**config.mk**
```make
export PLATFORM = sky130hd
export DESIGN_NAME = max30102_seq_ctrl
export DESIGN_NICKNAME = d
export VERILOG_FILES = /design/src/rtl/max30102_pkg.sv /design/src/rtl/max30102_init_rom.sv /design/src/rtl/max30102_seq_ctrl.sv
export SDC_FILE = /design/constraint.sdc
export NUM_CORES = 1
export LEC_CHECK = 0
export CORE_ASPECT_RATIO = 1.25
export CORE_UTILIZATION = 35
export CTS_CLUSTER_SIZE = 20
export DETAILED_ROUTE_END_ITERATION = 10
export SYNTH_ARGS = -nofsm -noshare
export SYNTH_HDL_FRONTEND = slang
export SYNTH_SLANG_ARGS = --single-unit
```
**constraint.sdc**
```tcl
create_clock -name clk_1MHz -period 4.1 [get_ports clk_1MHz]
set_input_delay 0.41 -clock clk_1MHz [delete_from_list [all_inputs] [get_ports clk_1MHz]]
set_output_delay 0.41 -clock clk_1MHz [all_outputs]
set_load 0.05 [all_outputs]
```
**src/rtl/max30102_pkg.sv**
```systemverilog
// Shared constants and types for the MAX30102 sequencer: register map,
// init write values, FSM state encoding and the write-entry payload.
package max30102_pkg;

    localparam int unsigned IDX_W    = 3;
    localparam int unsigned INIT_LEN = 6;
    localparam int unsigned READ_LEN = 6;
    localparam int unsigned STATE_W  = 3;

    localparam logic [7:0] REG_FIFO_DATA   = 8'h07;
    localparam logic [7:0] REG_FIFO_CONFIG = 8'h08;
    localparam logic [7:0] REG_MODE_CONFIG = 8'h09;
    localparam logic [7:0] REG_SPO2_CONFIG = 8'h0A;
    localparam logic [7:0] REG_LED1_PA     = 8'h0C;
    localparam logic [7:0] REG_LED2_PA     = 8'h0D;

    localparam logic [7:0] MODE_SOFT_RESET = 8'h40;
    localparam logic [7:0] MODE_SPO2       = 8'h03;
    localparam logic [7:0] SPO2_CFG_VAL    = 8'h27;
    localparam logic [7:0] LED1_PA_VAL     = 8'h24;
    localparam logic [7:0] LED2_PA_VAL     = 8'h24;
    localparam logic [7:0] FIFO_CFG_VAL    = 8'h4F;

    typedef enum logic [STATE_W-1:0] {
        ST_IDLE        = 3'd0,
        ST_ISSUE       = 3'd1,
        ST_WAIT_ACCEPT = 3'd2,
        ST_WAIT_DONE   = 3'd3,
        ST_RST_WAIT    = 3'd4,
        ST_WAIT_PERIOD = 3'd5,
        ST_PUBLISH     = 3'd6,
        ST_ERROR       = 3'd7
    } state_e;

    typedef enum logic {
        PH_INIT = 1'b0,
        PH_READ = 1'b1
    } phase_e;

    typedef struct packed {
        logic [7:0] reg_addr;
        logic [7:0] data;
    } i2c_wr_t;

endpackage

```
**src/rtl/max30102_init_rom.sv**
```systemverilog
// Init write table: index -> {register, data}, applied in index order.
module max30102_init_rom
    import max30102_pkg::*;
(
    input  logic [IDX_W-1:0] idx_i,
    output i2c_wr_t          entry_o
);

    always_comb begin
        entry_o = '0;
        case (idx_i)
            3'd0:    entry_o = '{reg_addr: REG_MODE_CONFIG, data: MODE_SOFT_RESET};
            3'd1:    entry_o = '{reg_addr: REG_MODE_CONFIG, data: MODE_SPO2};
            3'd2:    entry_o = '{reg_addr: REG_SPO2_CONFIG, data: SPO2_CFG_VAL};
            3'd3:    entry_o = '{reg_addr: REG_LED1_PA,     data: LED1_PA_VAL};
            3'd4:    entry_o = '{reg_addr: REG_LED2_PA,     data: LED2_PA_VAL};
            3'd5:    entry_o = '{reg_addr: REG_FIFO_CONFIG, data: FIFO_CFG_VAL};
            default: entry_o = '0;
        endcase
    end

endmodule

```
**src/rtl/max30102_seq_ctrl.sv**
```systemverilog
// MAX30102 sequencer: runs the init write table through the single-register
// I2C master, then reads the 6 FIFO bytes periodically and publishes RED/IR.
module max30102_seq_ctrl
    import max30102_pkg::*;
#(
    parameter logic [6:0]  SLAVE_ADDR    = 7'h57,
    parameter int unsigned SAMPLE_PERIOD = 10000,
    parameter int unsigned RESET_DELAY   = 1000,
    parameter int unsigned TIMEOUT       = 4095
) (
    input  logic        clk_1MHz,
    input  logic        rst_n,
    input  logic        enable,
    output logic        i2c_start,
    output logic        i2c_rw,
    output logic [6:0]  i2c_slave_addr,
    output logic [7:0]  i2c_reg_addr,
    output logic [7:0]  i2c_data_wr,
    input  logic [7:0]  i2c_data_rd,
    input  logic        i2c_ready,
    output logic [17:0] red_data,
    output logic [17:0] ir_data,
    output logic        sample_valid,
    output logic        init_done,
    output logic        busy,
    output logic        error
);

    localparam int unsigned PER_W = $clog2(SAMPLE_PERIOD + 1);
    localparam int unsigned DLY_W = $clog2(RESET_DELAY + 1);
    localparam int unsigned TMO_W = $clog2(TIMEOUT + 1);

    state_e               state_q, state_d;
    phase_e               phase_q, phase_d;
    logic [IDX_W-1:0]     idx_q, idx_d;
    logic [TMO_W-1:0]     tmo_q, tmo_d;
    logic [DLY_W-1:0]     dly_q, dly_d;
    logic [PER_W-1:0]     per_q, per_d;
    logic [5:0][7:0]      bytes_q, bytes_d;

    logic                 start_q, start_d;
    logic                 rw_q, rw_d;
    logic [7:0]           reg_q, reg_d;
    logic [7:0]           wr_q, wr_d;
    logic [17:0]          red_q, red_d;
    logic [17:0]          ir_q, ir_d;
    logic                 valid_q, valid_d;
    logic                 init_done_q, init_done_d;
    logic                 busy_q, busy_d;
    logic                 error_q, error_d;

    i2c_wr_t              rom_entry;

    max30102_init_rom u_init_rom (
        .idx_i   (idx_q),
        .entry_o (rom_entry)
    );

    // Next-state and registered-output logic.
    always_comb begin
        state_d     = state_q;
        phase_d     = phase_q;
        idx_d       = idx_q;
        tmo_d       = tmo_q;
        dly_d       = dly_q;
        per_d       = (per_q == PER_W'(SAMPLE_PERIOD)) ? per_q : per_q + 1'b1;
        bytes_d     = bytes_q;
        start_d     = 1'b0;
        rw_d        = rw_q;
        reg_d       = reg_q;
        wr_d        = wr_q;
        red_d       = red_q;
        ir_d        = ir_q;
        valid_d     = 1'b0;
        init_done_d = init_done_q;
        error_d     = error_q;

        case (state_q)
            ST_IDLE: begin
                if (enable) begin
                    state_d = ST_ISSUE;
                    phase_d = PH_INIT;
                    idx_d   = '0;
                end
            end

            ST_ISSUE: begin
                // Transaction fields latch here and stay put until completion.
                rw_d  = (phase_q == PH_READ);
                reg_d = (phase_q == PH_READ) ? REG_FIFO_DATA : rom_entry.reg_addr;
                wr_d  = (phase_q == PH_READ) ? 8'h00 : rom_entry.data;
                if (!enable) begin
                    state_d = ST_IDLE;
                end else if (i2c_ready) begin
                    start_d = 1'b1;
                    state_d = ST_WAIT_ACCEPT;
                    tmo_d   = '0;
                end
            end

            ST_WAIT_ACCEPT: begin
                if (!i2c_ready) begin
                    state_d = ST_WAIT_DONE;
                    tmo_d   = '0;
                end else if (tmo_q >= TMO_W'(TIMEOUT - 1)) begin
                    state_d = ST_ERROR;
                end else begin
                    tmo_d = tmo_q + 1'b1;
                end
            end

            ST_WAIT_DONE: begin
                if (i2c_ready) begin
                    if (phase_q == PH_READ) begin
                        bytes_d[idx_q] = i2c_data_rd;
                    end
                    if (!enable) begin
                        state_d = ST_IDLE;
                    end else if (phase_q == PH_INIT) begin
                        if (idx_q == '0) begin
                            state_d = ST_RST_WAIT;
                            dly_d   = '0;
                        end else if (idx_q == IDX_W'(INIT_LEN - 1)) begin
                            // Preloaded period makes the first burst immediate.
                            init_done_d = 1'b1;
                            state_d     = ST_WAIT_PERIOD;
                            per_d       = PER_W'(SAMPLE_PERIOD);
                        end else begin
                            idx_d   = idx_q + 1'b1;
                            state_d = ST_ISSUE;
                        end
                    end else if (idx_q == IDX_W'(READ_LEN - 1)) begin
                        state_d = ST_PUBLISH;
                    end else begin
                        idx_d   = idx_q + 1'b1;
                        state_d = ST_ISSUE;
                    end
                end else if (tmo_q >= TMO_W'(TIMEOUT - 1)) begin
                    state_d = ST_ERROR;
                end else begin
                    tmo_d = tmo_q + 1'b1;
                end
            end

            ST_RST_WAIT: begin
                if (!enable) begin
                    state_d = ST_IDLE;
                end else if (dly_q == DLY_W'(RESET_DELAY - 1)) begin
                    state_d = ST_ISSUE;
                    idx_d   = IDX_W'(1);
                end else begin
                    dly_d = dly_q + 1'b1;
                end
            end

            ST_WAIT_PERIOD: begin
                if (!enable) begin
                    state_d = ST_IDLE;
                end else if (per_q >= PER_W'(SAMPLE_PERIOD - 1)) begin
                    state_d = ST_ISSUE;
                    phase_d = PH_READ;
                    idx_d   = '0;
                    per_d   = '0;
                end
            end

            ST_PUBLISH: begin
                red_d   = {bytes_q[0][1:0], bytes_q[1], bytes_q[2]};
                ir_d    = {bytes_q[3][1:0], bytes_q[4], bytes_q[5]};
                valid_d = 1'b1;
                state_d = ST_WAIT_PERIOD;
            end

            ST_ERROR: begin
                if (!enable) begin
                    state_d = ST_IDLE;
                end
            end

            default: state_d = ST_IDLE;
        endcase

        if (state_d == ST_ERROR) begin
            error_d     = 1'b1;
            init_done_d = 1'b0;
        end
        if (state_d == ST_IDLE) begin
            error_d     = 1'b0;
            init_done_d = 1'b0;
        end
        busy_d = !(state_d inside {ST_IDLE, ST_ERROR});
    end

    always_ff @(posedge clk_1MHz or negedge rst_n) begin
        if (!rst_n) begin
            state_q     <= ST_IDLE;
            phase_q     <= PH_INIT;
            idx_q       <= '0;
            tmo_q       <= '0;
            dly_q       <= '0;
            per_q       <= '0;
            bytes_q     <= '0;
            start_q     <= 1'b0;
            rw_q        <= 1'b0;
            reg_q       <= '0;
            wr_q        <= '0;
            red_q       <= '0;
            ir_q        <= '0;
            valid_q     <= 1'b0;
            init_done_q <= 1'b0;
            busy_q      <= 1'b0;
            error_q     <= 1'b0;
        end else begin
            state_q     <= state_d;
            phase_q     <= phase_d;
            idx_q       <= idx_d;
            tmo_q       <= tmo_d;
            dly_q       <= dly_d;
            per_q       <= per_d;
            bytes_q     <= bytes_d;
            start_q     <= start_d;
            rw_q        <= rw_d;
            reg_q       <= reg_d;
            wr_q        <= wr_d;
            red_q       <= red_d;
            ir_q        <= ir_d;
            valid_q     <= valid_d;
            init_done_q <= init_done_d;
            busy_q      <= busy_d;
            error_q     <= error_d;
        end
    end

    assign i2c_start      = start_q;
    assign i2c_rw         = rw_q;
    assign i2c_slave_addr = SLAVE_ADDR;
    assign i2c_reg_addr   = reg_q;
    assign i2c_data_wr    = wr_q;
    assign red_data       = red_q;
    assign ir_data        = ir_q;
    assign sample_valid   = valid_q;
    assign init_done      = init_done_q;
    assign busy           = busy_q;
    assign error          = error_q;

endmodule

```
==> summary.md, run 1 <==
| Metric | Value |
|---|---|
| Row count | 53 |
| #FFs+latches synth | 130 |
| Vias in the first global route | 4151 |
| Clk_lat worst skew | 0.41 ns |
| GRT Util Overall | 0.1443 |
| Leak Pwr | 3.480 nW |
| Routability cong. | 0.7655 |
| Layout area overhead | 22.62% |
| Highest clock rate | 421.5 MHz |
| Post-Syn Area | 6067 um^2 |
| Crit end category | flip-flop |
| Startpoint Class | flip-flop |
| CTS Hold Bufs | 0 |
| Clock buffers created by TritonCTS | 17 |
| Final WL | 11930 um |
| Ranking of synthesized cells by area | dfrtp_1 54%, mux2_2 13%, nor2_1 2.4% |
| Post-CTS Setup Bufs | 0 |
| Layout cells sized above 1 | 0.2215 |
| Pin count of the biggest net entering global routing | 81 |
| CTS tree | yes |
| Clk pin slew, worst setup/hold paths | 0.06 ns |
| Starting density of the core | 0.3588 |
| Worst hold path class | in2async |
| Gate Count Post-Synth | 520 |
| Setup_tns | 0 ns |
| Drt drc | 0 |
| Post-synthesis sequential area ratio | 0.5362 |
| Post_cts resized | 0 |
| Global-route wire length before repair | 20410 um |
| Longest Clk Path Bufs | 2 |
| Leading area contributor after synthesis | dfrtp_1 |
| WP data arrival | 2.66 ns |
| Tcrit/Tclk final | 0.5786 |
| Vias per inst | 5.012 |
| Minimum clock period after layout | 2.372 ns |
| DP Wirelength | 8148 um |
| I/O Buffers | 63 |
| I/O pin total | 77 |
| DR iter-0 viols | 177 |
| Fill count | 1552 |
| Worst rel slew slack | 0.3019 |
| Antenna violations before repair | 0 |
| Outcome | completed |
| RSZ-0062 raised after global routing | no |
| Post-synth EDFFs | 0 |
| CTS H-tree depth | 4 |
| Max FO, Critical Path | 20 |
| Post-DRT Antenna Nets | 0 |
| Dominant synthesized flop cell | dfrtp_1 |
| Seq pwr share | 0.394 |
| CTS sink cnt | 130 |
| TritonRoute pass-1 iters | 4 |
| Syn Area/Cell | 11.67 um^2 |
| Routed len/inst | 14.62 um |
| Maximum VDD drop | 0.2758 mV |
| Grt ovf | 0 |
| Most frequent cells in the layout | 130 x dfrtp_1, 71 x mux2_2, 62 x clkdlybuf4s50_1 |
| Power per Cell Area | 503.0 nW/um^2 |
| Actual slew at the worst max-slew pin | 1.047 ns |
| Inserted Diodes | 0 |
| Netlist cell types | 68 |
| Setup Skew | 0.008709 ns |
| # setup viols final | 0 |
| Int Pwr | 2.604 mW |
| Commonest non-fill, non-tap cell in the layout | dfrtp_1 |
| Crit Path Class | reg2reg |
| Synth top area share | 0.5362 |
| Hold slack | 0.1905 ns |
| Vias | 4090 |
| Die ar. | 17870 um^2 |
| Req. time, crit path | 4.39 ns |
| Switching share of power | 0.3041 |
| Switching Power | 1.138 mW |
| Synth Warn # | 0 |
| Die Wd | 119.8 um |
| Die Ht | 149.2 um |
| Core area | 16910 um^2 |
| Clk root buf | clkbuf_16 |
| Max-cap violations | 0 |
| Max-slew violation count | 0 |
| Hold Vio Cnt, Final | 0 |
| Ys async rst share | 1.000 |
| Clock group share of total power | 0.407 |
| Combinational power share | 0.198 |
| Layout Nets | 606 |
[cells in the mapped netlist (all sizes together) (3+ instances only)]
| library cell | count |
|---|---|
| a21oi | 12 |
| buf | 28 |
| a31oi | 5 |
| nand3 | 14 |
| inv | 15 |
| o31ai | 4 |
| mux2 | 74 |
| mux2i | 3 |
| o211ai | 3 |
| or3 | 4 |
| dfrtp | 130 |
| xnor2 | 8 |
| nand2 | 37 |
| nor2 | 43 |
| and3 | 15 |
| ha | 10 |
| xor2 | 13 |
| nand4 | 15 |
| nor2b | 6 |
| o21ai | 32 |
| nor4 | 3 |
| nor3 | 9 |
| clkbuf | 3 |
| nand2b | 5 |
[final timing paths]
| path | startpoint | end | slack (ns) | depth (start not counted) |
|---|---|---|---|---|
| worst max-delay path | state_q[2] | bytes_q[10] | 1.73 | 6 |
| worst min-delay path | rst_n | sample_valid | 0.19 | 1 |
| worst max register to register | state_q[2] | bytes_q[10] | 1.73 | 6 |
| worst min register to register | i2c_reg_addr[1] | i2c_reg_addr[1] | 0.47 | 2 |
| max in group asynchronous | rst_n | i2c_start | 3.09 | 2 |
| min in group clk_1MHz | i2c_reg_addr[1] | i2c_reg_addr[1] | 0.47 | 2 |
[layer usage]
layer  wire [um]  share of wire  global-route usage
met1        5367           0.45              0.1782
met2        6045           0.51              0.2445
met3         401          0.034             0.03708
met4         117         0.0098             0.04875
met5           0              0                   0
[cell type report]
type	count	area, um^2	share of cell area
sequential	130	3253	0.4373
multi-input combinational	355	2597	0.3491
timing repair buffer	65	655.6	0.08813
clock buffer	18	439.2	0.05903
tap	220	275.3	0.03700
clock inverter	13	162.7	0.02186
inverter	15	56.30	0.007568
[power by group through the flow]
stage	sequential, mW	combinational, mW	clock (mW)
after floorplan	1.56	0.501	0
after global placement	1.49	0.731	0
after detailed placement	1.50	0.746	0
after CTS	1.48	0.750	1.57
after global routing	1.49	0.818	1.63
final	1.48	0.743	1.52
[sequential cells by signal (all words and copies together), names as in the netlist]
name	cells
init_done	1
red_data	18
bytes_q	36
dly_q	10
i2c_reg_addr	4
sample_valid	1
i2c_rw	1
phase_q	1
tmo_q	12
error	1
i2c_data_wr	5
per_q	14
i2c_start	1
state_q	3
ir_data	18
idx_q	3
busy	1
[through the flow]
| step | total power, mW | area [um^2] | instances | utilization | setup slack, ns |
|---|---|---|---|---|---|
| 2_1_floorplan | 2.060 | 6108 | 531 | - | 2.030 |
| 3_3_place_gp | 2.224 | 6838 | 785 | 0.4044 | 1.570 |
| 3_5_place_dp | 2.246 | 6838 | 785 | 0.4044 | 1.510 |
| 4_1_cts | 3.791 | 7440 | 816 | 0.4400 | 1.732 |
| 5_1_grt | 3.937 | 7440 | 816 | 0.4400 | 1.512 |
| 6_report | 3.742 | 7440 | 816 | 0.4400 | 1.728 |
[worst max-delay path, stage by stage (launching register included)]
cell	delay (ns)
dfrtp_1	0.64
nor2b_4	0.24
nand2_1	0.13
inv_2	0.11
nand4_1	0.21
nor3_4	0.52
mux2_2	0.40
[cells by family (layout without fill, tap and decap cells)]
| logic type | after synthesis | after routing | share of synthesized area |
|---|---|---|---|
| AOI/OAI and AO/OA | 74 | 74 | 0.08290 |
| xor gates and xnor gates | 21 | 21 | 0.03032 |
| adders and majority gates | 10 | 10 | 0.02062 |
| buffers and inverters | 46 | 111 | 0.04248 |
| DFF | 130 | 130 | 0.5362 |
| muxes | 77 | 77 | 0.1423 |
| other | 2 | 13 | 0.001238 |
| and+or+nand+nor | 160 | 160 | 0.1439 |
No activity file was read; power rests on OpenSTA's default activity.
==> inputs of run 2 (changes only) <==
==> constraint.sdc (replaced) <==
create_clock -name clk_1MHz -period 2 [get_ports clk_1MHz]
set_input_delay 0.2 -clock clk_1MHz [delete_from_list [all_inputs] [get_ports clk_1MHz]]
set_output_delay 0.2 -clock clk_1MHz [all_outputs]
set_load 0.05 [all_outputs]
==> run 2 against run 1 <==
  * Power grew 120%
  * Setup slack lost 1.7 ns
  * Clock power grew 100%
  * Register-to-register slack lost 1.7 ns
  * First-iteration DRC count grew 9.0%
  * Die area is the same
  * Fmax grew 19%
  * Cell area grew 9.4%
==> summary.md, run 2 (same netlist as run 1, synthesis figures left out) <==
| Metric | Value |
|---|---|
| Crit path largest cell delay | 0.51 ns (-0.13 ns) |
| Grt ovf | 0 (unchanged) |
| CTS H-tree depth | 4 (unchanged) |
| Layout Nets | 669 (+10%) |
| CP Cell Sequence | ha_4, nand4bb_1, or4_4, o21ai_2, or3_4, o311a_4, buf_6, mux2i_1 |
| Hold slack | 0.2974 ns (+0.1069 ns) |
| Leak Pwr | 3.855 nW (+11%) |
| Clk pin slew, worst setup/hold paths | 0.06 ns (about the same) |
| Max-cap violations | 0 (unchanged) |
| Global-route wire length before repair | 21480 um (+5.2%) |
| Die Wd | 119.8 um (unchanged) |
| Reg with most FFs | bytes_q |
| Non-filler instance count after layout | 879 (+7.7%) |
| Maximum VDD drop | 0.5275 mV (+91%) |
| I/O pin total | 77 (unchanged) |
| CTS sink cnt | 130 (unchanged) |
| Clk_lat worst skew | 0.42 ns (about the same) |
| Req. time, crit path | 2.34 ns (-2.05 ns) |
| Design area | 8139 um^2 (+9.4%) |
| Outcome | completed |
| WP data arrival | 2.33 ns (-0.33 ns) |
| Power per Cell Area | 1013 nW/um^2 (+100%) |
| RSZ-0062 raised after global routing | yes |
| Vias | 4333 (+5.9%) |
| Die Ht | 149.2 um (unchanged) |
| Starting density of the core | 0.3588 (unchanged) |
| Die ar. | 17870 um^2 (unchanged) |
| Tcrit/Tclk final | 0.9956 (+0.4170) |
| Max FO, Critical Path | 4 (-80%) |
| Routed len/inst | 14.58 um (-0.27%) |
| Post-DRT Antenna Nets | 0 (unchanged) |
| Crit path buf inv count | 1 (unchanged) |
| Pin count of the biggest net entering global routing | 48 (-41%) |
| Critical Path Slowest Stage Cell | or4_4 |
| Longest Clk Path Bufs | 2 (unchanged) |
| Row count | 53 (unchanged) |
| Setup_tns | 0 ns (unchanged) |
| DP Wirelength | 8833 um (+8.4%) |
| Hold Vio Cnt, Final | 0 (unchanged) |
| I/O Buffers | 63 (unchanged) |
| Final WL | 12820 um (+7.4%) |
| DR iter-0 viols | 193 (+9.0%) |
| Drt drc | 0 (unchanged) |
| Antenna violations before repair | 0 (unchanged) |
| Vias per inst | 4.929 (-1.7%) |
| Max-slew violation count | 0 (unchanged) |
| Worst rel slew slack | 0.6395 (+0.3376) |
| Most frequent cells in the layout | 127 x dfrtp_1, 71 x mux2_2, 62 x clkdlybuf4s50_1 |
| Inserted Diodes | 0 (unchanged) |
| Placed cell areas | 7328 um^2 (+7.2%) |
| GRT Util Overall | 0.1531 (+0.008789) |
| Highest clock rate | 502.2 MHz (+19%) |
| Clock buffers created by TritonCTS | 17 (unchanged) |
| Layout cells sized above 1 | 0.3278 (+0.1063) |
| Core area | 16910 um^2 (unchanged) |
| # setup viols final | 0 (unchanged) |
| Largest register FFs | 36 (unchanged) |
| Placed cells | 839 (+6.9%) |
| Top delay family on crit path | simple AND/OR/NAND/NOR gates |
| Routability cong. | 0.7895 (+3.1%) |
| Worst hold path class | in2async |
| CTS tree | yes |
| Crit end category | flip-flop |
| Actual slew at the worst max-slew pin | 0.5366 ns (-0.5105 ns) |
| Startpoint Class | flip-flop |
| TritonRoute pass-1 iters | 4 (unchanged) |
| Vias in the first global route | 4391 (+5.8%) |
| Setup Skew | 0.007551 ns (-0.001157 ns) |
| Crit Path Class | reg2reg |
| Commonest non-fill, non-tap cell in the layout | dfrtp_1 |
| Clk root buf | clkbuf_16 |
| Minimum clock period after layout | 1.991 ns (-0.3811 ns) |
| Power Total | 8.244 mW (+120%) |
| Layout area overhead | 34.15% |
==> run 2: through the flow <==
stage	setup WS [ns]	util
floorplan	0.01244	-
global placement	-0.04002	0.4334
detailed placement	-0.05981	0.4334
CTS	-0.004040	0.4690
global route	-0.07608	0.4813
finish	0.008745	0.4813
==> run 2: area by class of cell <==
type | instances | area, um^2
Multi-Input combinational cell | 355 | 2755
Inverter | 15 | 56.30
Timing Repair Buffer | 128 | 1210
Fill cell | 1522 | 8771
Tap cell | 220 | 275.3
Sequential cell | 130 | 3257
Clock buffer | 19 | 452.9
Clock inverter | 12 | 132.6
==> run 2: what timing repair did <==
item                       CTS  global route
pin swaps                    3            11
buffers inserted             0             9
hold endpoints to repair    32             0
setup endpoints to repair    3            28
hold buffers                 1             0
gates resized for setup      3            37
==> run 2: layer usage <==
metal / GRT usage / wire length, um / vias up
met4: 0.05063 / 190 / 0
met2: 0.2575 / 6392 / 86
met5: 0 / 0 / -
li1: - / - / 2065
met3: 0.04205 / 458 / 19
met1: 0.1894 / 5776 / 2163
==> run 2: final timing paths <==
check | start | cells past startpoint | end | slack, ns
hold / removal | rst_n | 2 | bytes_q[9] | 0.30
hold reg to reg | i2c_reg_addr[1] | 2 | i2c_reg_addr[1] | 0.46
setup / recovery | dly_q[0] | 8 | busy | 0.009
min in group clk_1MHz | i2c_reg_addr[1] | 2 | i2c_reg_addr[1] | 0.46
setup reg to reg | dly_q[0] | 8 | busy | 0.009
max in group asynchronous | rst_n | 3 | state_q[0] | 0.98
==> run 2: power breakdown <==
| part | leakage [nW] | internal (mW) | switching (mW) | total [mW] |
|---|---|---|---|---|
| registers | 1.78 | 2.81 | 0.157 | 2.96 |
| clock network | 0.282 | 1.90 | 1.17 | 3.06 |
| logic | 1.79 | 0.998 | 1.22 | 2.22 |
| total | 3.85 | 5.70 | 2.55 | 8.24 |
==> inputs of run 3 (changes only) <==
--- a/config.mk
+++ b/config.mk
@@ -9,6 +9,7 @@
 export CORE_UTILIZATION = 35
 export CTS_CLUSTER_SIZE = 20
 export DETAILED_ROUTE_END_ITERATION = 10
+export GPL_ROUTABILITY_DRIVEN = 0
 export SYNTH_ARGS = -nofsm -noshare
 export SYNTH_HDL_FRONTEND = slang
 export SYNTH_SLANG_ARGS = --single-unit
==> results of run 3 <==
No change in the layout: final DEF, timing and power equal those of run 2.
